## config.mk

```make
export PLATFORM = sky130hd
export DESIGN_NAME = load_store_unit
export DESIGN_NICKNAME = d
export VERILOG_FILES = /design/src/rtl/lsu_pkg.sv /design/src/rtl/lsu_align.sv /design/src/rtl/load_store_unit.sv
export SDC_FILE = /design/constraint.sdc
export NUM_CORES = 1
export LEC_CHECK = 0
export ABC_AREA = 1
export BUFFER_PORTS_ARGS = -buffer_cell sky130_fd_sc_hd__buf_2
export CAP_MARGIN = 10
export CORE_MARGIN = 2
export CORE_UTILIZATION = 48
export DETAILED_ROUTE_END_ITERATION = 16
export GPL_TIMING_DRIVEN = 0
export PLACE_DENSITY = 0.8
export SYNTH_ARGS = -nofsm -noshare
export SYNTH_HDL_FRONTEND = slang
export SYNTH_SLANG_ARGS = --single-unit
export TNS_END_PERCENT = 30
```

## constraint.sdc

```tcl
create_clock -name clk_i -period 4.63 [get_ports clk_i]
set_input_delay 0.6945 -clock clk_i [delete_from_list [all_inputs] [get_ports clk_i]]
set_output_delay 0.6945 -clock clk_i [all_outputs]
set_load 0.1 [all_outputs]
```

## src/rtl/lsu_pkg.sv

```systemverilog
// Shared definitions for the load/store unit: RV32I funct3 access codes and FSM states.
package lsu_pkg;

  localparam logic [2:0] F3_B  = 3'b000;
  localparam logic [2:0] F3_H  = 3'b001;
  localparam logic [2:0] F3_W  = 3'b010;
  localparam logic [2:0] F3_BU = 3'b100;
  localparam logic [2:0] F3_HU = 3'b101;

  typedef enum logic [1:0] {
    StIdle = 2'd0,
    StReq  = 2'd1,
    StDone = 2'd2
  } lsu_state_e;

endpackage

```

## src/rtl/lsu_align.sv

```systemverilog
// Combinational lane logic: byte enables, store-data replication, legality check and
// load-data extraction with sign/zero extension.
module lsu_align
  import lsu_pkg::*;
(
  input  logic        we_i,
  input  logic [2:0]  funct3_i,
  input  logic [1:0]  offset_i,
  input  logic [31:0] wdata_i,
  input  logic [31:0] mem_rdata_i,
  output logic [3:0]  be_o,
  output logic [31:0] wdata_o,
  output logic        bad_o,
  output logic [31:0] rdata_o
);

  logic [31:0] lane;

  // Decode access size into enables/store data and flag illegal or misaligned accesses.
  always_comb begin
    be_o    = 4'b0000;
    wdata_o = wdata_i;
    bad_o   = 1'b0;
    case (funct3_i)
      F3_B, F3_BU: begin
        be_o    = 4'b0001 << offset_i;
        wdata_o = {4{wdata_i[7:0]}};
        bad_o   = we_i & (funct3_i == F3_BU);  // no unsigned stores
      end
      F3_H, F3_HU: begin
        be_o    = 4'b0011 << {offset_i[1], 1'b0};
        wdata_o = {2{wdata_i[15:0]}};
        bad_o   = offset_i[0] | (we_i & (funct3_i == F3_HU));
      end
      F3_W: begin
        be_o  = 4'b1111;
        bad_o = |offset_i;
      end
      default: bad_o = 1'b1;
    endcase
  end

  // Shift the addressed lane down to bit 0 and extend to 32 bits.
  always_comb begin
    lane = mem_rdata_i >> {offset_i, 3'b000};
    case (funct3_i)
      F3_B:    rdata_o = {{24{lane[7]}}, lane[7:0]};
      F3_H:    rdata_o = {{16{lane[15]}}, lane[15:0]};
      F3_BU:   rdata_o = {24'h000000, lane[7:0]};
      F3_HU:   rdata_o = {16'h0000, lane[15:0]};
      default: rdata_o = lane;
    endcase
  end

endmodule

```

## src/rtl/load_store_unit.sv

```systemverilog
// Load/store unit: turns RV32I loads/stores into word-aligned memory requests,
// stalls the core until the memory acknowledges, and returns the extended load data.
module load_store_unit
  import lsu_pkg::*;
#(
  parameter int unsigned AW = 32
) (
  input  logic          clk_i,
  input  logic          rst_i,
  input  logic          req_valid_i,
  input  logic          req_we_i,
  input  logic [2:0]    funct3_i,
  input  logic [31:0]   addr_i,
  input  logic [31:0]   wdata_i,
  output logic          stall_o,
  output logic          done_o,
  output logic          err_o,
  output logic [31:0]   rdata_o,
  output logic          mem_req_o,
  output logic          mem_we_o,
  output logic [AW-1:0] mem_addr_o,
  output logic [3:0]    mem_be_o,
  output logic [31:0]   mem_wdata_o,
  input  logic [31:0]   mem_rdata_i,
  input  logic          mem_ack_i
);

  lsu_state_e    state_q;
  logic          mem_req_q, mem_we_q, done_q, err_q;
  logic [AW-1:0] mem_addr_q;
  logic [3:0]    mem_be_q;
  logic [31:0]   mem_wdata_q, rdata_q;

  logic [3:0]    be;
  logic [31:0]   wdata_rep, rdata_ext;
  logic          bad;

  // Core holds req_* stable while stalled, so live inputs are valid for extraction in StReq.
  lsu_align u_align (
    .we_i        (req_we_i),
    .funct3_i    (funct3_i),
    .offset_i    (addr_i[1:0]),
    .wdata_i     (wdata_i),
    .mem_rdata_i (mem_rdata_i),
    .be_o        (be),
    .wdata_o     (wdata_rep),
    .bad_o       (bad),
    .rdata_o     (rdata_ext)
  );

  // Access FSM with registered memory-side and completion outputs.
  always_ff @(posedge clk_i or posedge rst_i) begin
    if (rst_i) begin
      state_q     <= StIdle;
      mem_req_q   <= 1'b0;
      mem_we_q    <= 1'b0;
      mem_addr_q  <= '0;
      mem_be_q    <= 4'b0000;
      mem_wdata_q <= 32'h0;
      rdata_q     <= 32'h0;
      done_q      <= 1'b0;
      err_q       <= 1'b0;
    end else begin
      done_q <= 1'b0;
      err_q  <= 1'b0;
      case (state_q)
        StIdle: begin
          if (req_valid_i) begin
            if (bad) begin
              done_q  <= 1'b1;
              err_q   <= 1'b1;
              state_q <= StDone;
            end else begin
              mem_req_q   <= 1'b1;
              mem_we_q    <= req_we_i;
              mem_addr_q  <= {addr_i[AW-1:2], 2'b00};
              mem_be_q    <= be;
              mem_wdata_q <= wdata_rep;
              state_q     <= StReq;
            end
          end
        end
        StReq: begin
          if (mem_ack_i) begin
            mem_req_q <= 1'b0;
            rdata_q   <= mem_we_q ? 32'h0 : rdata_ext;
            done_q    <= 1'b1;
            state_q   <= StDone;
          end
        end
        StDone:  state_q <= StIdle;
        default: state_q <= StIdle;
      endcase
    end
  end

  assign stall_o     = req_valid_i & (state_q != StDone) & ~rst_i;
  assign done_o      = done_q;
  assign err_o       = err_q;
  assign rdata_o     = rdata_q;
  assign mem_req_o   = mem_req_q;
  assign mem_we_o    = mem_we_q;
  assign mem_addr_o  = mem_addr_q;
  assign mem_be_o    = mem_be_q;
  assign mem_wdata_o = mem_wdata_q;

endmodule
```

==> results.tsv, run 1 <==
stage	metric	value	unit
critical_path	crit path cell chain	buf_2, inv_1, a211oi_1, buf_2	
routing	drt drc	0	
clock_network	Post-CTS Setup Bufs	0	
clock_network	worst-skew pair later-pin latency	0.36	ns
power	Pwr Density	803	nW/µm²
synthesis	Synth Cell Area	5040	µm²
clock_network	clock root cell	clkbuf_8	
timing	Achievable Freq	0.450	GHz
routing	vias per cell	5.09	
critical_path	CP arrival	1.53	ns
critical_path	Critical Path Max Stage Delay	0.47	ns
routing	routed wire length	15000	µm
timing	Fin Clk Skew	0.0110	ns
clock_network	CTS max path bufs	2	
layout	Final Net Count	973	
floorplanning	Top Ports	209	
global_route	largest net degree at the start of global routing	74	
floorplanning	Die W	106	µm
clock_network	post-cts gate resize count	0	
global_route	total track usage	26.7	%
critical_path	CP Class	in -> out	
global_route	first-pass GRT wire length	24000	µm
critical_path	crit start category	primary input	
synthesis	sequential area share after synthesis	51.6	%
layout	Final Util	63.0	%
placed_design	IO buf count	205	
critical_path	Crit-path slowest cell	buf_2	
placed_design	DP Worst Slack	2.34	ns
clock_network	H-tree depth	3	
power	Lkg Pwr	3.76	nW
clock_network	cts-stage hold buffer count	0	
timing	slew margin rel.	66.2	%
routing	via count	5151	
worst_hold_path	Hold Crit Class	in -> async	
synthesis	Syn. warnings	0	
floorplanning	total core area	10300	µm²
global_route	grt ovf	0	
global_route	initial antenna violation count	2	
floorplanning	die area	11300	µm²
floorplanning	site row count	37	
critical_path	worst setup path startpoint	req_valid_i	
critical_path	crit end category	primary output	
critical_path	crit path max fanout	4	
routing	ANT nets after route	0	
synthesis	area fraction of the dominant cell type after synthesis	51.6	%
timing	Fin Hold WS	0.345	ns
run_status	status	finished, final reports clean	
placed_design	gpl congestion	0.922	
layout	final instance area	6470	µm²
timing	post-route setup TNS	0	ns
clock_network	total CTS buffers	9	
clock_network	CTS Sinks	104	
global_route	vias in the first global route	4860	
synthesis	Synth Instances	651	
routing	Pre-antenna DRT Iters	5	
timing	RSZ-0062 raised after global routing	no	
synthesis	FF+latch count, synth	104	
timing	minimum clock period	2.22	ns
synthesis	Distinct cells, synth	26	
critical_path	CP required	3.94	ns
placed_design	Area after DPL	6270	µm²
timing	fin crit share	48.0	%
floorplanning	starting density of the core	49.0	%
timing	worst setup slack after layout	2.41	ns
routing	1st-iter DRT viols	352	
timing	Final setup violation count	0	
critical_path	most frequent CP cell	buf_2	
synthesis	synth top area cells	dfrtp_1 52%, nand2_1 22%, nand3_1 6.2%, a21oi_1 3.8%, o21ai_0 2.5%	
routing	DR WL/cell	14.8	µm
synthesis	Synth Area per Inst	7.74	µm²
synthesis	area leader, netlist	dfrtp_1	
clock_network	CTS tree	done	
run	total of max-cap violations	0	
critical_path	FF-to-FF Start	state_q[1]	
floorplanning	Die Ht	106	µm
clock_network	clk slew on worst S/H paths	0.10	ns
timing	Worst-Margin Slew	0.507	ns
layout	fraction of layout cells with a size suffix above 1	30.5	%
power	Worst VDD drop	0.495	mV
placed_design	Final HPWL DP	11400	µm
layout	Area Overhead vs Synth	28.4	%
timing	Final Hold Fails	0	
timing	fin. max-slew vios	0	
state kept, by name, indices dropped and copies added, names as in the netlist:
signal / count
mem_addr_o: 30
done_o: 1
mem_req_o: 1
mem_we_o: 1
mem_wdata_o: 32
state_q: 2
rdata_o: 32
err_o: 1
mem_be_o: 4
worst paths after layout:
path | end | cells after the start | slack [ns]
worst max register to register | rdata_o[16] | 8 | 2.61
worst max-delay path | stall_o | 4 | 2.41
worst min-delay path | mem_addr_o[4] | 2 | 0.35
max in group asynchronous | mem_wdata_o[8] | 3 | 3.60
min in group clk_i | mem_addr_o[12] | 2 | 0.48
worst min register to register | mem_addr_o[12] | 2 | 0.48
cells by family after synthesis:
| logic type | count (synthesis) | share of synthesized area, % |
|---|---|---|
| buffers and inverters | 67 | 6.95 |
| DFF | 104 | 51.6 |
| and+or+nand+nor | 380 | 30.9 |
| other | 1 | 0.0744 |
| AOI/OAI and AO/OA | 99 | 10.5 |
cell usage after synthesis:
cell and n:
a22oi_1 7, a21boi_0 2, nor2_1 17, inv_2 7, buf_6 8, buf_4 5, nand3_4 1, conb_1 1
buf_1 1, nand2_4 1, nand2_2 3, a21oi_1 38, nand3_1 62, nor2_2 2, buf_2 16, inv_1 17
dfrtp_1 104, o21ai_1 24, a22o_1 1, o21ai_0 25, nand2_1 289, o31ai_1 1, a211oi_1 1, nor2_4 2
clkbuf_1 13, nor3_1 3
worst max-delay path: cells and delay by family:
family                 cells  cell delay (ns)
buffers and inverters      3             0.61
AO/OA/AOI/OAI              1             0.22
routing by layer:
layer / track usage, % / up-vias / part of all wire (%)
met2: 42.7 / 237 / 47
met4: 8.63 / 0 / 2.0
li1: - / 2519 / -
met5: 0 / - / 0
met3: 4.97 / 22 / 8.8
met1: 36.8 / 2373 / 42
layout by cell type (no fill, tap or decap), types with 2 or more instances in the layout:
master / n
a21oi_1: 38
conb_1: 2
o21ai_1: 24
o21ai_0: 25
a22oi_1: 7
buf_4: 5
inv_1: 16
nor2_1: 17
dfrtp_1: 104
diode_2: 3
clkbuf_1: 14
nor3_1: 3
nand2_2: 3
nand2_1: 289
clkbuf_8: 9
nand3_1: 62
inv_2: 7
nor2_4: 2
a21boi_0: 2
buf_6: 8
buf_2: 221
nor2_2: 2
final cells by class:
cell class	count	area, µm²
clock buffer	10	128
inverter	24	92.6
clock inverter	5	66.3
sequential	104	2600
antenna	3	7.51
fill	979	3810
buffer	43	260
multi-input combinational	481	2090
timing repair buffer	206	1050
tap	136	170
metrics by stage:
| step | total power, mW | std cells |
|---|---|---|
| after floorplan | 4.10 | 652 |
| after global placement | 4.61 | 993 |
| after detailed placement | 4.64 | 994 |
| after CTS | 5.22 | 1009 |
| after global routing | 5.40 | 1010 |
| final | 5.20 | 1012 |
report_power, final:
part           switching, mW  total (mW)  leakage, nW  internal, mW
clock                  0.320       0.574       0.0949         0.255
combinational           2.80        3.23         2.34         0.429
sequential             0.172        1.39         1.33          1.22
Power figures use the tool's default switching activity.
==> run 2, diff against run 1 <==
Clock period 4.63 ns to 2.3 ns, I/O delays scaled along.
==> run 2 against run 1 <==
  * Setup slack got worse by 2.2 ns
  * Sequential share of layout area about the same
  * Worst hold slack got worse by 0.28 ns
  * Global-route usage decreased by 0.15 points
  * Clock-buffer cell count decreased by 1
  * Die area unchanged
  * Clock power increased by 93%
  * Routed wire length decreased by 0.69%
  * Critical path depth increased by 4
  * Sequential power increased by 100%
  * Critical endpoint is now rdata_o[16]
  * Highest routed layer unchanged
==> results.tsv, run 2 (synthesis results as in run 1) <==
stage	metric	value	unit	change
run_status	status	finished, final reports clean		
placed_design	gpl congestion	0.916		-0.64%
routing	1st-iter DRT viols	344		-2.3%
floorplanning	die area	11300	µm²	unchanged
routing	vias per cell	5.09		about the same
global_route	total track usage	26.5	%	-0.15 points
critical_path	Critical Path Max Stage Delay	0.48	ns	about the same
placed_design	placed insts	995		+0.10%
timing	worst setup slack after layout	0.246	ns	-2.16 ns
power	Pwr Density	1610	nW/µm²	+100%
layout	n_diodes	0		-3
layout	fin cells	1011		-0.099%
run	total of max-cap violations	0		unchanged
placed_design	IO buf count	205		unchanged
placed_design	Area after DPL	6280	µm²	+0.22%
timing	fin. max-slew vios	0		unchanged
floorplanning	starting density of the core	49.0	%	unchanged
placed_design	DP Worst Slack	0.353	ns	-1.99 ns
layout	commonest cells after routing, fill and taps aside	289 x nand2_1, 221 x buf_2, 104 x dfrtp_1, 62 x nand3_1, 38 x a21oi_1		
timing	Fin Clk Skew	0.0153	ns	+0.00426 ns
timing	fin crit share	89.3	%	
floorplanning	total core area	10300	µm²	unchanged
critical_path	crit path cell chain	inv_2, nand3_1, nor2_1, inv_2, clkbuf_1, a21oi_1, nand2_1, nand2_1		
critical_path	CP arrival	2.37	ns	+0.84 ns
critical_path	worst setup path startpoint	state_q[1]		
clock_network	cts-stage hold buffer count	0		unchanged
clock_network	worst-skew pair later-pin latency	0.38	ns	+0.02 ns
layout	Final Net Count	974		+0.10%
global_route	largest net degree at the start of global routing	42		-43%
timing	Final setup violation count	0		unchanged
critical_path	crit end category	flop		
routing	Pre-antenna DRT Iters	5		unchanged
clock_network	Post-CTS Setup Bufs	0		unchanged
critical_path	crit path max fanout	10		+6
global_route	grt ovf	0		unchanged
timing	RSZ-0062 raised after global routing	no		
clock_network	clock root cell	clkbuf_8		
clock_network	total CTS buffers	9		unchanged
layout	fraction of layout cells with a size suffix above 1	30.7	%	+0.27 points
timing	Worst-Margin Slew	0.678	ns	+0.171 ns
routing	via count	5148		-0.058%
timing	minimum clock period	2.05	ns	
critical_path	FF-to-FF Start	state_q[1]		
power	Worst VDD drop	1.04	mV	+110%
critical_path	Crit-path slowest cell	nor2_1		
floorplanning	Die Ht	106	µm	unchanged
layout	Area Overhead vs Synth	28.4	%	about the same
global_route	first-pass GRT wire length	23700	µm	-1.5%
clock_network	clk slew on worst S/H paths	0.11	ns	about the same
critical_path	crit start category	flop		
layout	final instance area	6470	µm²	about the same
routing	DR WL/cell	14.7	µm	-0.59%
floorplanning	Die W	106	µm	unchanged
timing	slew margin rel.	54.7	%	-11 points
floorplanning	Top Ports	209		unchanged
power	Lkg Pwr	3.76	nW	+0.12%
layout	most common cell after layout, fill and taps aside	nand2_1		
worst_hold_path	Hold Crit Class	in -> async		
routing	routed wire length	14900	µm	-0.69%
timing	Achievable Freq	0.487	GHz	
clock_network	CTS max path bufs	2		unchanged
routing	drt drc	0		unchanged
clock_network	CTS Sinks	104		unchanged
clock_network	post-cts gate resize count	0		unchanged
routing	ANT nets after route	0		unchanged
timing	post-route setup TNS	0	ns	unchanged
global_route	vias in the first global route	4850		-0.21%
power	overall power	10.4	mW	+100%
timing	Final Hold Fails	0		unchanged
placed_design	Final HPWL DP	11300	µm	-0.67%
critical_path	CP required	2.61	ns	-1.33 ns
clock_network	H-tree depth	3		unchanged
clock_network	CTS tree	done		
floorplanning	site row count	37		unchanged
critical_path	CP Class	reg -> reg		
global_route	initial antenna violation count	0		-2
==> run 2: cell types whose count changed in the layout (fill, tap and decap cells not counted) <==
cell / delta
buf_16: -1
diode_2: -3
inv_4: -1
clkinv_8: +1
bufinv_16: -1
clkinv_2: +2
buf_12: +2
clkinv_4: -1
inv_8: -1
inv_6: +3
clkbuf_1: -1
==> run 2: path summary, 6_finish.rpt <==
kind	end	slack (ns)	cells after the start
max	rdata_o[16]	0.25	8
min	mem_addr_o[10]	0.07	2
max reg2reg	rdata_o[16]	0.25	8
min reg2reg	rdata_o[15]	0.48	2
max in group asynchronous	mem_be_o[1]	1.60	3
min in group clk_i	state_q[0]	0.15	2
==> run 2: final cells by class <==
cell class / count / area (µm²)
multi-input combinational: 481 / 2090
buffer: 43 / 260
inverter: 24 / 93.8
clock inverter: 7 / 61.3
clock buffer: 9 / 124
tap: 136 / 170
timing repair buffer: 207 / 1070
sequential: 104 / 2600
fill: 982 / 3810
==> run 2: power by group <==
group          switching [mW]  internal, mW
clock                   0.695         0.416
sequential              0.337          2.45
combinational            5.64         0.865
total                    6.67          3.73
==> run 2: worst max-delay path, delay by kind of cell (launching register included) <==
family	cells	cell delay [ns]
DFF	1	0.44
buffers and inverters	3	0.34
AOI/OAI and AO/OA	1	0.23
and+or+nand+nor	4	0.97
==> run 2: metal layers <==
layer,share of wire [%],vias to the layer above,global-route usage (%)
li1,-,2530,-
met1,43,2345,35.8
met2,46,248,42.0
met3,8.8,25,6.32
met4,1.9,0,9.28
met5,0,-,0
==> run 2: stage by stage <==
step	utilization, %	hold slack (ns)
final	62.9	0.0671
after floorplan	-	0.431
after global routing	62.9	0.0885
after CTS	62.9	0.0760
after detailed placement	61.1	0.456
after global placement	60.7	0.450
